**src/rtl/load_align_unit_if.sv**
```systemverilog
// Load unit bus bundle: LSU request side, data-memory read port and result port.
// slave is the load unit's view, master is the environment (LSU + memory + consumer).
interface load_align_unit_if #(
    parameter int XLEN   = 32,
    parameter int ADDR_W = 32
);
    logic              req_valid;
    logic              req_ready;
    logic [ADDR_W-1:0] req_addr;
    logic [2:0]        req_funct3;

    logic              mem_req_valid;
    logic              mem_req_ready;
    logic [ADDR_W-1:0] mem_addr;
    logic              mem_rsp_valid;
    logic [XLEN-1:0]   mem_rdata;

    logic              rsp_valid;
    logic              rsp_ready;
    logic [XLEN-1:0]   rsp_data;
    logic              rsp_fault;

    modport slave (
        input  req_valid, req_addr, req_funct3, mem_req_ready, mem_rsp_valid, mem_rdata, rsp_ready,
        output req_ready, mem_req_valid, mem_addr, rsp_valid, rsp_data, rsp_fault
    );

    modport master (
        output req_valid, req_addr, req_funct3, mem_req_ready, mem_rsp_valid, mem_rdata, rsp_ready,
        input  req_ready, mem_req_valid, mem_addr, rsp_valid, rsp_data, rsp_fault
    );
endinterface

```
**src/rtl/load_align_unit.sv**
```systemverilog
// load_align_unit: one-outstanding load engine. Issues word-aligned bus reads,
// extracts the addressed bytes and sign/zero-extends them to XLEN.
// Build option LOAD_MISALIGN_SPLIT_EN: when defined, loads that cross a word
// boundary are split into two reads; when undefined they fault without bus traffic.
module load_align_unit #(
    parameter int XLEN   = 32,
    parameter int ADDR_W = 32
) (
    input  logic            clk,
    input  logic            rst_n,
    load_align_unit_if.slave bus
);
    localparam int NB = XLEN / 8;
    localparam int OW = $clog2(NB);

    typedef enum logic [2:0] {IDLE, REQ0, WAIT0, REQ1, WAIT1, RESP} state_e;

    state_e            state_q, state_d;
    logic [ADDR_W-1:0] mem_addr_q, mem_addr_d;
    logic [2:0]        funct3_q, funct3_d;
    logic [OW-1:0]     off_q, off_d;
    logic [XLEN-1:0]   rsp_data_q, rsp_data_d;
    logic              rsp_fault_q, rsp_fault_d;
`ifdef LOAD_MISALIGN_SPLIT_EN
    logic              span_q, span_d;
    logic [XLEN-1:0]   lo_q, lo_d;
`endif

    logic [OW-1:0]     req_off;
    logic              req_illegal;
    logic              req_span;

    // Shift the two-word window down by the byte offset, then extend by size/sign.
    function automatic logic [XLEN-1:0] extract(input logic [XLEN-1:0] hi, input logic [XLEN-1:0] lo,
                                                input logic [OW-1:0] off, input logic [2:0] f3);
        logic [XLEN-1:0] sh;
        logic [XLEN-1:0] r;
        logic            sx;
        sh = XLEN'({hi, lo} >> {off, 3'b000});
        sx = ~f3[2];
        r  = sh;
        case (f3[1:0])
            2'b00: begin r = {XLEN{sx & sh[7]}};  r[7:0]  = sh[7:0];  end
            2'b01: begin r = {XLEN{sx & sh[15]}}; r[15:0] = sh[15:0]; end
            2'b10: begin r = {XLEN{sx & sh[31]}}; r[31:0] = sh[31:0]; end
            default: r = sh;
        endcase
        return r;
    endfunction

    // Decode the incoming request: illegal width/sign combos and word-crossing detection.
    always_comb begin
        req_off     = bus.req_addr[OW-1:0];
        req_illegal = (bus.req_funct3 == 3'b111) ||
                      ((XLEN == 32) && ((bus.req_funct3 == 3'b011) || (bus.req_funct3 == 3'b110)));
        req_span    = (32'(req_off) + (32'd1 << bus.req_funct3[1:0])) > 32'(NB);
    end

    // Next-state and datapath updates; everything holds unless the current state says otherwise.
    always_comb begin
        state_d     = state_q;
        mem_addr_d  = mem_addr_q;
        funct3_d    = funct3_q;
        off_d       = off_q;
        rsp_data_d  = rsp_data_q;
        rsp_fault_d = rsp_fault_q;
`ifdef LOAD_MISALIGN_SPLIT_EN
        span_d      = span_q;
        lo_d        = lo_q;
`endif
        case (state_q)
            IDLE: begin
                if (bus.req_valid) begin
                    funct3_d = bus.req_funct3;
                    off_d    = req_off;
`ifdef LOAD_MISALIGN_SPLIT_EN
                    span_d   = req_span;
                    if (req_illegal) begin
`else
                    if (req_illegal || req_span) begin
`endif
                        state_d     = RESP;
                        rsp_fault_d = 1'b1;
                        rsp_data_d  = '0;
                    end else begin
                        state_d    = REQ0;
                        mem_addr_d = {bus.req_addr[ADDR_W-1:OW], {OW{1'b0}}};
                    end
                end
            end
            REQ0: if (bus.mem_req_ready) state_d = WAIT0;
            WAIT0: begin
                if (bus.mem_rsp_valid) begin
`ifdef LOAD_MISALIGN_SPLIT_EN
                    if (span_q) begin
                        lo_d       = bus.mem_rdata;
                        mem_addr_d = mem_addr_q + ADDR_W'(NB);
                        state_d    = REQ1;
                    end else
`endif
                    begin
                        state_d     = RESP;
                        rsp_data_d  = extract('0, bus.mem_rdata, off_q, funct3_q);
                        rsp_fault_d = 1'b0;
                    end
                end
            end
`ifdef LOAD_MISALIGN_SPLIT_EN
            REQ1: if (bus.mem_req_ready) state_d = WAIT1;
            WAIT1: begin
                if (bus.mem_rsp_valid) begin
                    state_d     = RESP;
                    rsp_data_d  = extract(bus.mem_rdata, lo_q, off_q, funct3_q);
                    rsp_fault_d = 1'b0;
                end
            end
`endif
            RESP: begin
                if (bus.rsp_ready) begin
                    state_d     = IDLE;
                    rsp_fault_d = 1'b0;
                end
            end
            default: state_d = IDLE;
        endcase
    end

    // State and datapath registers; reset aborts any load in flight.
    always_ff @(posedge clk or negedge rst_n) begin
        if (!rst_n) begin
            state_q     <= IDLE;
            mem_addr_q  <= '0;
            funct3_q    <= '0;
            off_q       <= '0;
            rsp_data_q  <= '0;
            rsp_fault_q <= 1'b0;
`ifdef LOAD_MISALIGN_SPLIT_EN
            span_q      <= 1'b0;
            lo_q        <= '0;
`endif
        end else begin
            state_q     <= state_d;
            mem_addr_q  <= mem_addr_d;
            funct3_q    <= funct3_d;
            off_q       <= off_d;
            rsp_data_q  <= rsp_data_d;
            rsp_fault_q <= rsp_fault_d;
`ifdef LOAD_MISALIGN_SPLIT_EN
            span_q      <= span_d;
            lo_q        <= lo_d;
`endif
        end
    end

    assign bus.req_ready     = (state_q == IDLE);
    assign bus.mem_req_valid = (state_q == REQ0) || (state_q == REQ1);
    assign bus.mem_addr      = mem_addr_q;
    assign bus.rsp_valid     = (state_q == RESP);
    assign bus.rsp_data      = rsp_data_q;
    assign bus.rsp_fault     = rsp_fault_q;
endmodule
```
**src/flat_wrapper.sv**
```systemverilog
// flat-port wrapper written by rule: the top's interface ports become plain ports
module load_align_unit_flat 
#(
    parameter int XLEN   = 32,
    parameter int ADDR_W = 32
)
  (clk, rst_n, bus_req_valid, bus_req_addr, bus_req_funct3, bus_mem_req_ready, bus_mem_rsp_valid, bus_mem_rdata, bus_rsp_ready, bus_req_ready, bus_mem_req_valid, bus_mem_addr, bus_rsp_valid, bus_rsp_data, bus_rsp_fault);
  load_align_unit_if #(.XLEN(XLEN), .ADDR_W(ADDR_W)) bus_i ();
  input  logic clk;
  input  logic rst_n;
  input wire logic [$bits(bus_i.req_valid)-1:0] bus_req_valid;
  input wire logic [$bits(bus_i.req_addr)-1:0] bus_req_addr;
  input wire logic [$bits(bus_i.req_funct3)-1:0] bus_req_funct3;
  input wire logic [$bits(bus_i.mem_req_ready)-1:0] bus_mem_req_ready;
  input wire logic [$bits(bus_i.mem_rsp_valid)-1:0] bus_mem_rsp_valid;
  input wire logic [$bits(bus_i.mem_rdata)-1:0] bus_mem_rdata;
  input wire logic [$bits(bus_i.rsp_ready)-1:0] bus_rsp_ready;
  output wire logic [$bits(bus_i.req_ready)-1:0] bus_req_ready;
  output wire logic [$bits(bus_i.mem_req_valid)-1:0] bus_mem_req_valid;
  output wire logic [$bits(bus_i.mem_addr)-1:0] bus_mem_addr;
  output wire logic [$bits(bus_i.rsp_valid)-1:0] bus_rsp_valid;
  output wire logic [$bits(bus_i.rsp_data)-1:0] bus_rsp_data;
  output wire logic [$bits(bus_i.rsp_fault)-1:0] bus_rsp_fault;
  assign bus_i.req_valid = bus_req_valid;
  assign bus_i.req_addr = bus_req_addr;
  assign bus_i.req_funct3 = bus_req_funct3;
  assign bus_i.mem_req_ready = bus_mem_req_ready;
  assign bus_i.mem_rsp_valid = bus_mem_rsp_valid;
  assign bus_i.mem_rdata = bus_mem_rdata;
  assign bus_i.rsp_ready = bus_rsp_ready;
  assign bus_req_ready = bus_i.req_ready;
  assign bus_mem_req_valid = bus_i.mem_req_valid;
  assign bus_mem_addr = bus_i.mem_addr;
  assign bus_rsp_valid = bus_i.rsp_valid;
  assign bus_rsp_data = bus_i.rsp_data;
  assign bus_rsp_fault = bus_i.rsp_fault;
  load_align_unit #(.XLEN(XLEN), .ADDR_W(ADDR_W)) u_core (.clk(clk), .rst_n(rst_n), .bus(bus_i));
endmodule
```
**config.mk**
```make
export PLATFORM = sky130hd
export DESIGN_NAME = load_align_unit_flat
export DESIGN_NICKNAME = d
export VERILOG_FILES = /design/src/rtl/load_align_unit_if.sv /design/src/rtl/load_align_unit.sv /design/src/flat_wrapper.sv
export SDC_FILE = /design/constraint.sdc
export NUM_CORES = 1
export LEC_CHECK = 0
export ABC_AREA = 0
export CORE_MARGIN = 3
export CORE_UTILIZATION = 39
export DETAILED_ROUTE_END_ITERATION = 10
export GPL_TIMING_DRIVEN = 0
export PLACE_DENSITY_LB_ADDON = 0.25
export SYNTH_ARGS = -nofsm -noshare
export SYNTH_HDL_FRONTEND = slang
export SYNTH_SLANG_ARGS = --single-unit
```
**constraint.sdc**
```tcl
create_clock -name clk -period 1.9 [get_ports clk]
set_input_delay 0.19 -clock clk [delete_from_list [all_inputs] [get_ports clk]]
set_output_delay 0.19 -clock clk [all_outputs]
set_load 0.1 [all_outputs]
```
After elaboration in Yosys (flattened, before gate mapping) --
Index checks and enable logic that the tools add are counted. Widths: inputs -> output; s select.
Word-level totals: register bits after elaboration 71
Cells by class: shift operators 2, equality and inequality tests 13, add/sub/neg operators 1, reductions and logical operators 13, bitwise logic cells 4, muxes and demuxes 16, order comparisons 1
Operators by type and width (count):
- $pmux 32 s2 | 2
- $mux 32 | 3
- $add 2x32->32 | 1
- $gt 32x3->1 const B | 1
- $shl 1x2->32 const A | 1
- $shr 32x5->32 | 1
- $mux 3 | 5
- $pmux 3 s4 | 1
- $eq 3x2->1 const B | 3
- $eq 3x3->1 const B | 3
- $ne 2x2->1 const B | 4
- $reduce_and 4->1 | 2
- $reduce_and 5->1 | 1
- $logic_or 1x1->1 | 4
- $mux 1 | 4
- $eq 3x1->1 const B | 1
- $logic_not 3->1 | 1
- $pmux 1 s3 | 1
- $reduce_and 3->1 | 1
- $reduce_bool 3->1 | 1
- $and 1x1->1 | 2
- $eq 2x1->1 const B | 1
- $logic_not 2->1 | 1
- $ne 2x1->1 const B | 1
- other kinds (3) | 4

Depth between registers and ports, before layout --
Gate-level depths: netlist of the first run.
word-level depth 7, depth in mapped cells 9

Least setup slack after synthesis of the first run --
Ideal clock, no wire load.
path type reg2out, start reg u_core.state_q[0], end out bus_req_ready, arrival time 2653 ps, data required time 1710 ps, stages on the path, launching flop included 3, path slack -943 ps, path through dfrtp_1 -> clkbuf_1 -> nor3_1
Between the ends: longest elaborated chain between the ends 1
RTL lines:
- from (decl) | RTL line load_align_unit.sv:18 | state_e state_q, state_d;
- from (signal assigned) | RTL line load_align_unit.sv:142 | state_q <= state_d;
- $logic_not 3->1 | RTL line load_align_unit.sv:155 | assign bus.req_ready = (state_q == IDLE);
- to (decl) | RTL line flat_wrapper.sv:18 | output wire logic [$bits(bus_i.req_ready)-1:0] bus_req_ready;
No other way between the ends.

Worst setup path in the final report of the first run --
start in bus_req_funct3[1], end reg u_core.rsp_data_q[6] (netlist: u_core.bus.rsp_data[6])
Between the ends: longest elaborated chain between the ends 6, elaborated cells on any way between the ends 11
RTL lines:
- from (decl) | RTL line flat_wrapper.sv:13 | input wire logic [$bits(bus_i.req_funct3)-1:0] bus_req_funct3;
- $shl 1x2->32 (tied with other cells) | RTL line load_align_unit.sv:56 | req_span = (32'(req_off) + (32'd1 << bus.req_funct3[1:0])) > 32'(NB);
- $add 2x32->32 or $logic_or 1x1->1 (tied branches) | RTL line load_align_unit.sv:56, load_align_unit.sv:55
- $gt 32x3->1 or $logic_or 1x1->1 (tied branches) | RTL line load_align_unit.sv:56, load_align_unit.sv:54
- $logic_or 1x1->1 (*) | RTL line load_align_unit.sv:80 | if (req_illegal || req_span) begin
- $ne 2x1->1 (no source line) (*)
- $reduce_and 4->1 (no source line) (*)
- to (signal assigned) | RTL line load_align_unit.sv:146 | rsp_data_q <= rsp_data_d;
- to (decl) | RTL line load_align_unit.sv:22 | logic [XLEN-1:0] rsp_data_q, rsp_data_d;
Mark *: on every way between the ends. The rest lies on a longest branch, timed or not. A chain may end at the register's enable or synchronous reset.

==> impl_metrics.csv, run 1 <==
group,metric,value,unit
status,status,"complete, but fails checks",
status,violations,"setup timing",
die,die_w,99.9,um
sta,clock_skew,0.0113,ns
place,gp_congestion,0.859,
setup_path,setup.worst_path.class,"in -> reg",
global_route,grt_pass1_vias,3328,
finish,register_area,1780,um^2
sta,setup_viol,57,
clocking,numCtsBuffers,9,
global_route,grt_max_degree,57,
die,rows,33,
die,initial_core_util,0.410,
yosys,synthArstFlopShare,1.00,
finish,num_antenna_cells,0,
die,core_area,8380,um^2
sta,fmax,481,MHz
global_route,grt_pass1_wl,17200,um
clocking,clockBufferDepth,2,
global_route,track_usage,0.221,
sta,min_period,2.08,ns
clocking,clock_latency,0.34,ns
setup_path,crit_required,2.14,ns
die,dieArea,9980,um^2
yosys,synth_cell_types,41,
die,die_h,99.9,um
setup_path,cp-end-kind,"register",
routing,vias,3012,
yosys,yosysSeqAreaShare,0.517,
finish,multi_input_area,1850,um^2
yosys,netlist_instances,284,
finish,final_cell_mix,"dfrtp_1, clkdlybuf4s50_1, dlygate4sd2_1",
finish,drive_above_1_share,0.295,
yosys,yosys_warnings,0,
routing,via_per_inst,5.26,
routing,drt_iter0_markers,128,
sta,final.setup.worst_slack,-0.179,ns
global_route,antenna_found_initial,0,
finish,fin_area,5810,um^2
routing,ant_nets,0,
clocking,ctsRootBufferMaster,"clkbuf_8",
setup_path,worstPathArrival,2.32,ns
yosys,ys.flop_type,"dfrtp_1",
hold_path,hold_path_class,"in -> reg",
routing,drc,0,
routing,wirelength,10700,um
clocking,htreeDepth,3,
flow_run,cap_violations,0,
sta,period_share,1.09,
sta,max-slew-margin-rel,0.328,
finish,syn_to_final_growth,69.1,%
clocking,cts.sinks,71,
routing,dr.pass1.iters,4,
place,dp_hpwl,7320,um
finish,fin_util,0.693,
sta,hold_viol,0,
setup_path,cp-start-kind,"input pin",
yosys,syn-cell-area,3440,um^2
place,place_area,5010,um^2
place,port_buffers,138,
die,io_pins,141,
setup_path,path_max_fanout,8,
finish,final_common_cell,"dfrtp_1",
finish,num-nets-final,538,
sta,slew_viol_final,0,
yosys,ys_ff_latch,71,
yosys,syn_area_per_cell,12.1,um^2
clocking,tritoncts,"yes",
global_route,globalRouteOverflowTotal,0,
sta,rsz0062_at_grt,"true",
finish,fill_cells,613,
routing,wl_per_cell,18.7,um
clocking,path_clk_slew,0.09,ns
sta,tightest_slew,1.01,ns
yosys,synth-edff-count,0,
## critical path: stages
cell	delay [ns]
buf_12	0.10
buf_4	0.13
nand2b_4	0.14
fa_1	0.50
nor2b_4	0.20
buf_4	0.15
o41ai_4	0.08
a21oi_4	0.32
buf_6	0.20
mux2_4	0.31
## what timing repair did
item | 4_1_cts | 5_1_grt
resized for setup | 187 | 19
endpoints found under the hold margin | 15 | 0
setup endpoints to repair | 129 | 66
gates cloned | 7 | 0
buffers inserted | 21 | 6
pin swaps | 26 | 13
hold buffers | 1 | 0
## cell families (layout without fill, tap and decap cells)
family / count (synthesis) / in the layout / synth area share
flip-flops: 71 / 71 / 0.517
AO/OA/AOI/OAI: 67 / 67 / 0.155
multiplexers: 59 / 59 / 0.190
AND/OR/NAND/NOR: 57 / 57 / 0.0885
buffers and inverters: 27 / 210 / 0.0393
adder cells (fa/ha/maj): 2 / 2 / 0.00946
other: 1 / 2 / 0.00109
## through the flow
stage / TNS, ns / hold WS [ns] / worst slack [ns] / std cells
CTS: -7.81 / 0.0454 / -0.208 / 573
global placement: -184.40 / 0.473 / -1.83 / 528
floorplan: -6.95 / -0.106 / -0.159 / 285
finish: -5.69 / 0.166 / -0.179 / 573
global route: -8.43 / 0.158 / -0.232 / 573
detailed placement: -58.82 / 0.0680 / -1.02 / 529
## routing by layer
layer	part of all wire	GRT usage	vias to the layer above
met1	0.42	0.277	1446
met4	0.015	0.0756	0
met3	0.099	0.0751	13
met2	0.47	0.360	150
met5	0	0	-
li1	-	-	1403
## synthesized netlist by cell type (all sizes together) (2+ instances only)
| master | count | area share |
|---|---|---|
| o2bb2ai | 14 | 0.036 |
| nand2b | 2 | 0.0036 |
| a211oi | 16 | 0.036 |
| nor2 | 12 | 0.013 |
| buf | 13 | 0.024 |
| mux2i | 18 | 0.052 |
| mux2 | 40 | 0.13 |
| clkbuf | 9 | 0.0098 |
| or2 | 2 | 0.0036 |
| nor3b | 2 | 0.0044 |
| nor3 | 3 | 0.0044 |
| nand3b | 2 | 0.0044 |
| o21ai | 4 | 0.0058 |
| a21oi | 11 | 0.017 |
| a211o | 7 | 0.018 |
| dfrtp | 71 | 0.52 |
| a221o | 9 | 0.026 |
| inv | 5 | 0.0055 |
| nor2b | 10 | 0.018 |
| nand2 | 17 | 0.019 |
## final cells by class
| cell class | instances | share of cell area |
|---|---|---|
| clock buffer | 10 | 0.0237 |
| tap | 105 | 0.0226 |
| clock inverter | 6 | 0.0155 |
| inverter | 5 | 0.00323 |
| sequential | 71 | 0.306 |
| buffer | 17 | 0.0239 |
| multi-input combinational | 187 | 0.318 |
| timing repair buffer | 172 | 0.287 |
## sequential cells by signal (all words and copies together) (netlist names)
signal / cells
u_core.bus.rsp_data: 32
u_core.off_q: 2
u_core.state_q: 3
u_core.funct3_q: 3
u_core.bus.rsp_fault: 1
u_core.bus.mem_addr: 30
## worst paths after layout
kind | endpoint | slack [ns] | start | cells past startpoint
worst max register to register | u_core.bus.mem_addr[30] | -0.16 | u_core.state_q[0] | 6
max in group asynchronous | u_core.off_q[0] | 1.11 | rst_n | 3
worst min-delay path | u_core.funct3_q[0] | 0.17 | bus_req_funct3[0] | 4
worst min register to register | u_core.bus.rsp_data[22] | 0.49 | u_core.bus.rsp_data[22] | 1
worst max-delay path | u_core.bus.rsp_data[6] | -0.18 | bus_req_funct3[1] | 10
min in group asynchronous | u_core.bus.rsp_data[29] | 0.24 | rst_n | 2
Power of run 1 is left out: the tool's default activity adds up to more than one toggle a clock period on the data nets, which glitch-free logic cannot reach.
==> inputs of run 2 (changes only) <==
--- a/config.mk
+++ b/config.mk
@@ -10,6 +10,7 @@
 export CORE_UTILIZATION = 39
 export DETAILED_ROUTE_END_ITERATION = 10
 export GPL_TIMING_DRIVEN = 0
+export MAX_ROUTING_LAYER = met4
 export PLACE_DENSITY_LB_ADDON = 0.25
 export SYNTH_ARGS = -nofsm -noshare
 export SYNTH_HDL_FRONTEND = slang
==> run 2 against run 1 <==
Compared with the run above:
- the flow still finishes with violations (setup timing)
- sequential share of layout area barely moved
- flip-flop and latch count did not move
- final cell count did not move
- clock-buffer cell count did not move
- non-clock buffer count did not move
- setup slack got worse by 0.010 ns
- global-route usage rose by 0.64 points
- largest cell class unchanged
==> impl_metrics.csv, run 2 (synthesized netlist as in run 1, its figures left out) <==
group,metric,value,unit
setup_path,r2r_setup_slack,-0.15,ns
clocking,tritoncts,"yes",
global_route,use_met2,0.361,
finish,drive_above_1_share,0.295,
clocking,clockBufferDepth,2,
sta,whs,0.168,ns
status,violations,"setup timing",
finish,largest_register_ffs,32,
hold_path,hold_path_class,"in -> reg",
finish,num_antenna_cells,0,
sta,setup_viol,57,
setup_path,cp-end-kind,"register",
die,io_pins,141,
finish,final_common_cell,"dfrtp_1",
global_route,grt_pass1_vias,3346,
status,status,"complete, but fails checks",
die,initial_core_util,0.410,
clocking,clock_latency,0.34,ns
routing,vias,3009,
setup_path,path_max_fanout,8,
routing,dr.pass1.iters,4,
global_route,globalRouteOverflowTotal,0,
clocking,ctsRootBufferMaster,"clkbuf_8",
routing,via_per_inst,5.25,
routing,ant_nets,0,
routing,drc,0,
setup_path,cp-start-kind,"input pin",
hold_path,hold_start,"bus_req_funct3[0]",
global_route,use_met1,0.289,
setup_path,path_cells,"buf_12 > buf_4 > nand2b_4 > fa_1 > nor2b_4 > buf_4 > o41ai_4 > a21oi_4 > buf_6 > mux2_4",
sta,final.setup.worst_slack,-0.189,ns
sta,min_period,2.09,ns
die,die_w,99.9,um
die,dieArea,9980,um^2
finish,syn_to_final_growth,69.2,%
clocking,htreeDepth,3,
setup_path,cpMostUsedCell,"buf_4",
setup_path,r2r_end,"u_core.bus.mem_addr[30]",
flow_run,cap_violations,0,
setup_path,rr_worst_depth,6,
global_route,met3_usage,0.0542,
hold_path,holdPathStages,4,
sta,max-slew-margin-rel,0.326,
place,dp_hpwl,7320,um
clocking,cts.sinks,71,
hold_path,holdPathEnd,"u_core.funct3_q[0]",
setup_path,cpMaxStageDelayCell,"fa_1",
global_route,top_usage_layer,"met2",
finish,final_cell_mix,"dfrtp_1, clkdlybuf4s50_1, dlygate4sd2_1",
sta,tightest_slew,1.01,ns
routing,wl_per_cell,18.7,um
die,rows,33,
place,port_buffers,138,
place,gp_congestion,0.873,
sta,clock_skew,0.0148,ns
sta,hold_viol,0,
routing,drt_iter0_markers,124,
setup_path,critPathMaxStageDelay,0.50,ns
routing,wirelength,10700,um
sta,period_share,1.10,
sta,rsz0062_at_grt,"true",
setup_path,crit_required,2.13,ns
place,place_area,5010,um^2
die,die_h,99.9,um
finish,fin_area,5810,um^2
setup_path,setup.worst_path.class,"in -> reg",
sta,setup_tns,-5.77,ns
global_route,grt_max_degree,57,
global_route,track_usage,0.228,
clocking,numCtsBuffers,9,
global_route,grt_pass1_wl,17200,um
finish,num-nets-final,538,
setup_path,r2r_start,"u_core.state_q[0]",
setup_path,worstPathArrival,2.32,ns
clocking,path_clk_slew,0.08,ns
sta,slew_viol_final,0,
sta,fmax,479,MHz
die,core_area,8380,um^2
global_route,antenna_found_initial,0,
## run 2: cell types whose count changed in the layout (fill, tap and decap cells not counted)
cell	before	now
buf_2	2	1
clkbuf_4	2	3
## run 2: worst max-delay path by stage
stage	end	start	slack (ns)
floorplan	u_core.bus.rsp_data[3]	bus_req_funct3[0]	-0.16
global placement	u_core.bus.mem_addr[12]	rst_n	-1.83
detailed placement	u_core.bus.mem_addr[9]	bus_req_funct3[1]	-1.02
CTS	u_core.bus.mem_addr[30]	u_core.state_q[0]	-0.21
global route	u_core.bus.rsp_data[4]	bus_req_funct3[0]	-0.23
finish	u_core.bus.rsp_data[6]	bus_req_funct3[1]	-0.19
## run 2: critical path: cells and delay by family
family / cells / cell delay (ns)
buffers and inverters: 4 / 0.59
adder cells (fa/ha/maj): 1 / 0.50
AO/OA/AOI/OAI: 2 / 0.41
AND/OR/NAND/NOR: 2 / 0.34
multiplexers: 1 / 0.31
## run 2: timing repair
action | 4_1_cts | 5_1_grt
setup endpoints to repair | 129 | 66
setup buffers | 21 | 5
hold buffers | 1 | 0
pin swaps | 26 | 13
gates resized for setup | 187 | 19
endpoints found under the hold margin | 15 | 0
cloned | 7 | 0
## run 2: per-stage QoR
stage,worst slack [ns],utilization,cells
2_1_floorplan,-0.159,-,285
3_3_place_gp,-1.83,0.595,528
3_5_place_dp,-1.02,0.598,529
4_1_cts,-0.208,0.689,573
5_1_grt,-0.231,0.694,573
6_report,-0.189,0.694,573
## run 2: per-layer routing
| metal | up-vias | share of wire |
|---|---|---|
| met2 | 154 | 0.47 |
| met1 | 1442 | 0.44 |
| met4 | 0 | 0.016 |
| li1 | 1401 | - |
| met5 | - | 0 |
| met3 | 12 | 0.080 |
## run 2: layout make-up
cell class	count	area [um^2]
Timing Repair Buffer	171	1660
Fill cell	612	2570
Inverter	5	18.8
Multi-Input combinational cell	187	1850
Tap cell	105	131
Clock inverter	6	90.1
Sequential cell	71	1780
Buffer	18	150
Clock buffer	10	138
Power of run 2 is left out for the same reason.
==> inputs of run 3 (changes only) <==
--- a/config.mk
+++ b/config.mk
@@ -7,7 +7,7 @@
 export LEC_CHECK = 0
 export ABC_AREA = 0
 export CORE_MARGIN = 3
-export CORE_UTILIZATION = 39
+export CORE_UTILIZATION = 40
 export DETAILED_ROUTE_END_ITERATION = 10
 export GPL_TIMING_DRIVEN = 0
 export MAX_ROUTING_LAYER = met4
==> constraint.sdc (replaced) <==
create_clock -name clk -period 2.34 [get_ports clk]
set_input_delay 0.234 -clock clk [delete_from_list [all_inputs] [get_ports clk]]
set_output_delay 0.234 -clock clk [all_outputs]
set_load 0.1 [all_outputs]
==> run 3 against run 2 <==
Compared with the run above:
- the flow finishes with violations (hold timing)
- clock-buffer cell count did not move
- register-to-register slack better by 0.26 ns
- global-route usage shrank 1.6 points
- critical path depth decreased by 5
- via count decreased by 4.3%
- worst hold slack got worse by 0.18 ns
- final cell count is 4.4% lower
- setup slack improved by 0.30 ns
- die area is 2.3% lower
- sequential share of layout area is 2.9 points higher
- non-clock buffer count decreased by 25
- wire length fell by 10%
- largest cell class is now registers
==> impl_metrics.csv, run 3 (synthesized netlist as in run 1, its figures left out) <==
group,metric,value,unit
finish,num-nets-final,513,
finish,fin_util,0.640,
place,dp.cells,528,
clocking,htreeDepth,3,
setup_path,rr_worst_depth,5,
clocking,ctsRootBufferMaster,"clkbuf_8",
global_route,use_met2,0.316,
clocking,cts.sinks,71,
finish,num_antenna_cells,0,
setup_path,path_max_fanout,10,
status,violations,"hold timing",
status,status,"complete, but fails checks",
die,die_h,98.7,um
die,core_area,8300,um^2
clocking,clockBufferDepth,2,
setup_path,cp-end-kind,"register",
global_route,grt_pass1_vias,3122,
sta,max-slew-margin-rel,0.307,
hold_path,hold_path_class,"in -> async",
finish,multi_input_area,1580,um^2
die,die_w,98.7,um
routing,vias,2880,
setup_path,crit_required,2.62,ns
place,dp_hpwl,7090,um
sta,min_period,2.23,ns
place,port_buffers,138,
sta,tightest_slew,1.04,ns
sta,setup_viol,0,
global_route,grt_pass1_wl,16000,um
die,rows,33,
sta,period_share,0.953,
finish,final_cell_mix,"clkdlybuf4s50_1, dfrtp_1, mux2_2",
finish,syn_to_final_growth,54.4,%
routing,wl_per_cell,17.6,um
setup_path,setup.worst_path.class,"reg -> reg",
routing,via_per_inst,5.26,
setup_path,r2r_end,"u_core.bus.rsp_data[29]",
place,gp_congestion,0.930,
finish,final_common_cell,"clkdlybuf4s50_1",
routing,wirelength,9640,um
global_route,met3_usage,0.0594,
global_route,track_usage,0.212,
finish,fill_cells,662,
routing,drc,0,
die,initial_core_util,0.414,
global_route,use_met1,0.283,
setup_path,worstPathArrival,2.51,ns
finish,register_area,1780,um^2
routing,drt_iter0_markers,114,
clocking,clock_latency,0.34,ns
clocking,path_clk_slew,0.08,ns
clocking,tritoncts,"yes",
finish,largest_register_ffs,32,
finish,drive_above_1_share,0.205,
sta,rsz0062_at_grt,"true",
setup_path,cp-start-kind,"register",
global_route,globalRouteOverflowTotal,0,
sta,fmax,449,MHz
die,dieArea,9740,um^2
sta,hold_viol,4,
global_route,top_usage_layer,"met2",
global_route,antenna_found_initial,0,
routing,dr.pass1.iters,4,
setup_path,r2r_start,"u_core.state_q[2]",
finish,instances_no_fill,548,
clocking,numCtsBuffers,9,
sta,clock_skew,0.0111,ns
routing,ant_nets,0,
global_route,grt_max_degree,72,
sta,whs,-0.0102,ns
die,io_pins,141,
sta,slew_viol_final,0,
flow_run,cap_violations,0,
setup_path,r2r_setup_slack,0.11,ns
-- run 3: cell count changes in the layout (fill, tap and decap cells not counted), moves of 4 or more --
cell,delta
dlygate4sd2_1,-63
clkbuf_1,+5
mux2_2,+38
mux2_4,-38
clkdlybuf4s50_1,+63
buf_6,-12
buf_2,+4
buf_4,-21
-- run 3: metal layers --
layer / vias to the layer above / routed length (um)
met1: 1388 / 4370
met2: 134 / 4260
met4: 0 / 142
met5: - / 0
li1: 1348 / -
met3: 10 / 866
-- run 3: worst max-delay path by stage --
stage | startpoint | endpoint | slack (ns) | depth (start not counted)
floorplan | bus_req_funct3[0] | u_core.bus.mem_addr[10] | -0.02 | 9
global placement | rst_n | u_core.bus.mem_addr[26] | -1.42 | 1
detailed placement | bus_req_funct3[1] | u_core.bus.mem_addr[11] | -1.10 | 10
CTS | u_core.state_q[0] | bus_mem_req_valid | 0.002 | 3
global route | u_core.state_q[1] | u_core.bus.rsp_data[23] | -0.005 | 6
finish | u_core.state_q[2] | u_core.bus.rsp_data[29] | 0.11 | 5
-- run 3: area by class of cell --
cell class | count | area share
plain buffers | 22 | 0.0285
clock buffers | 10 | 0.0240
clock inverters | 6 | 0.0116
inverters | 5 | 0.00354
multi-input cells | 187 | 0.298
flip-flops and latches | 71 | 0.335
well taps | 105 | 0.0248
repair buffers | 142 | 0.275
-- run 3: per-stage QoR --
stage | setup WS (ns) | cell area [um^2] | setup TNS (ns) | hold slack [ns]
floorplan | -0.0203 | 3450 | -0.608 | -0.0616
global placement | -1.42 | 4960 | -148.44 | 0.474
detailed placement | -1.10 | 4960 | -52.09 | 0.414
CTS | 0.00203 | 5200 | 0 | 0.0421
global route | -0.00469 | 5310 | -0.0100 | 0.0831
finish | 0.111 | 5310 | 0 | -0.0102
-- run 3: worst max-delay path, stage by stage (launching register included) --
cell,delay (ns)
dfrtp_1,0.38
clkbuf_1,0.23
nand4bb_2,0.40
nand3b_1,0.48
nor2_2,0.46
a221o_1,0.22
-- run 3: repair_timing --
item                       in CTS  in global routing
gates cloned                    0                  3
hold buffers                    0                  0
gates resized for setup        21                 18
hold endpoints to repair        0                  0
setup endpoints to repair      66                 50
pin swaps                       1                  2
setup buffers                   1                  0
Power of run 3 is left out for the same reason.
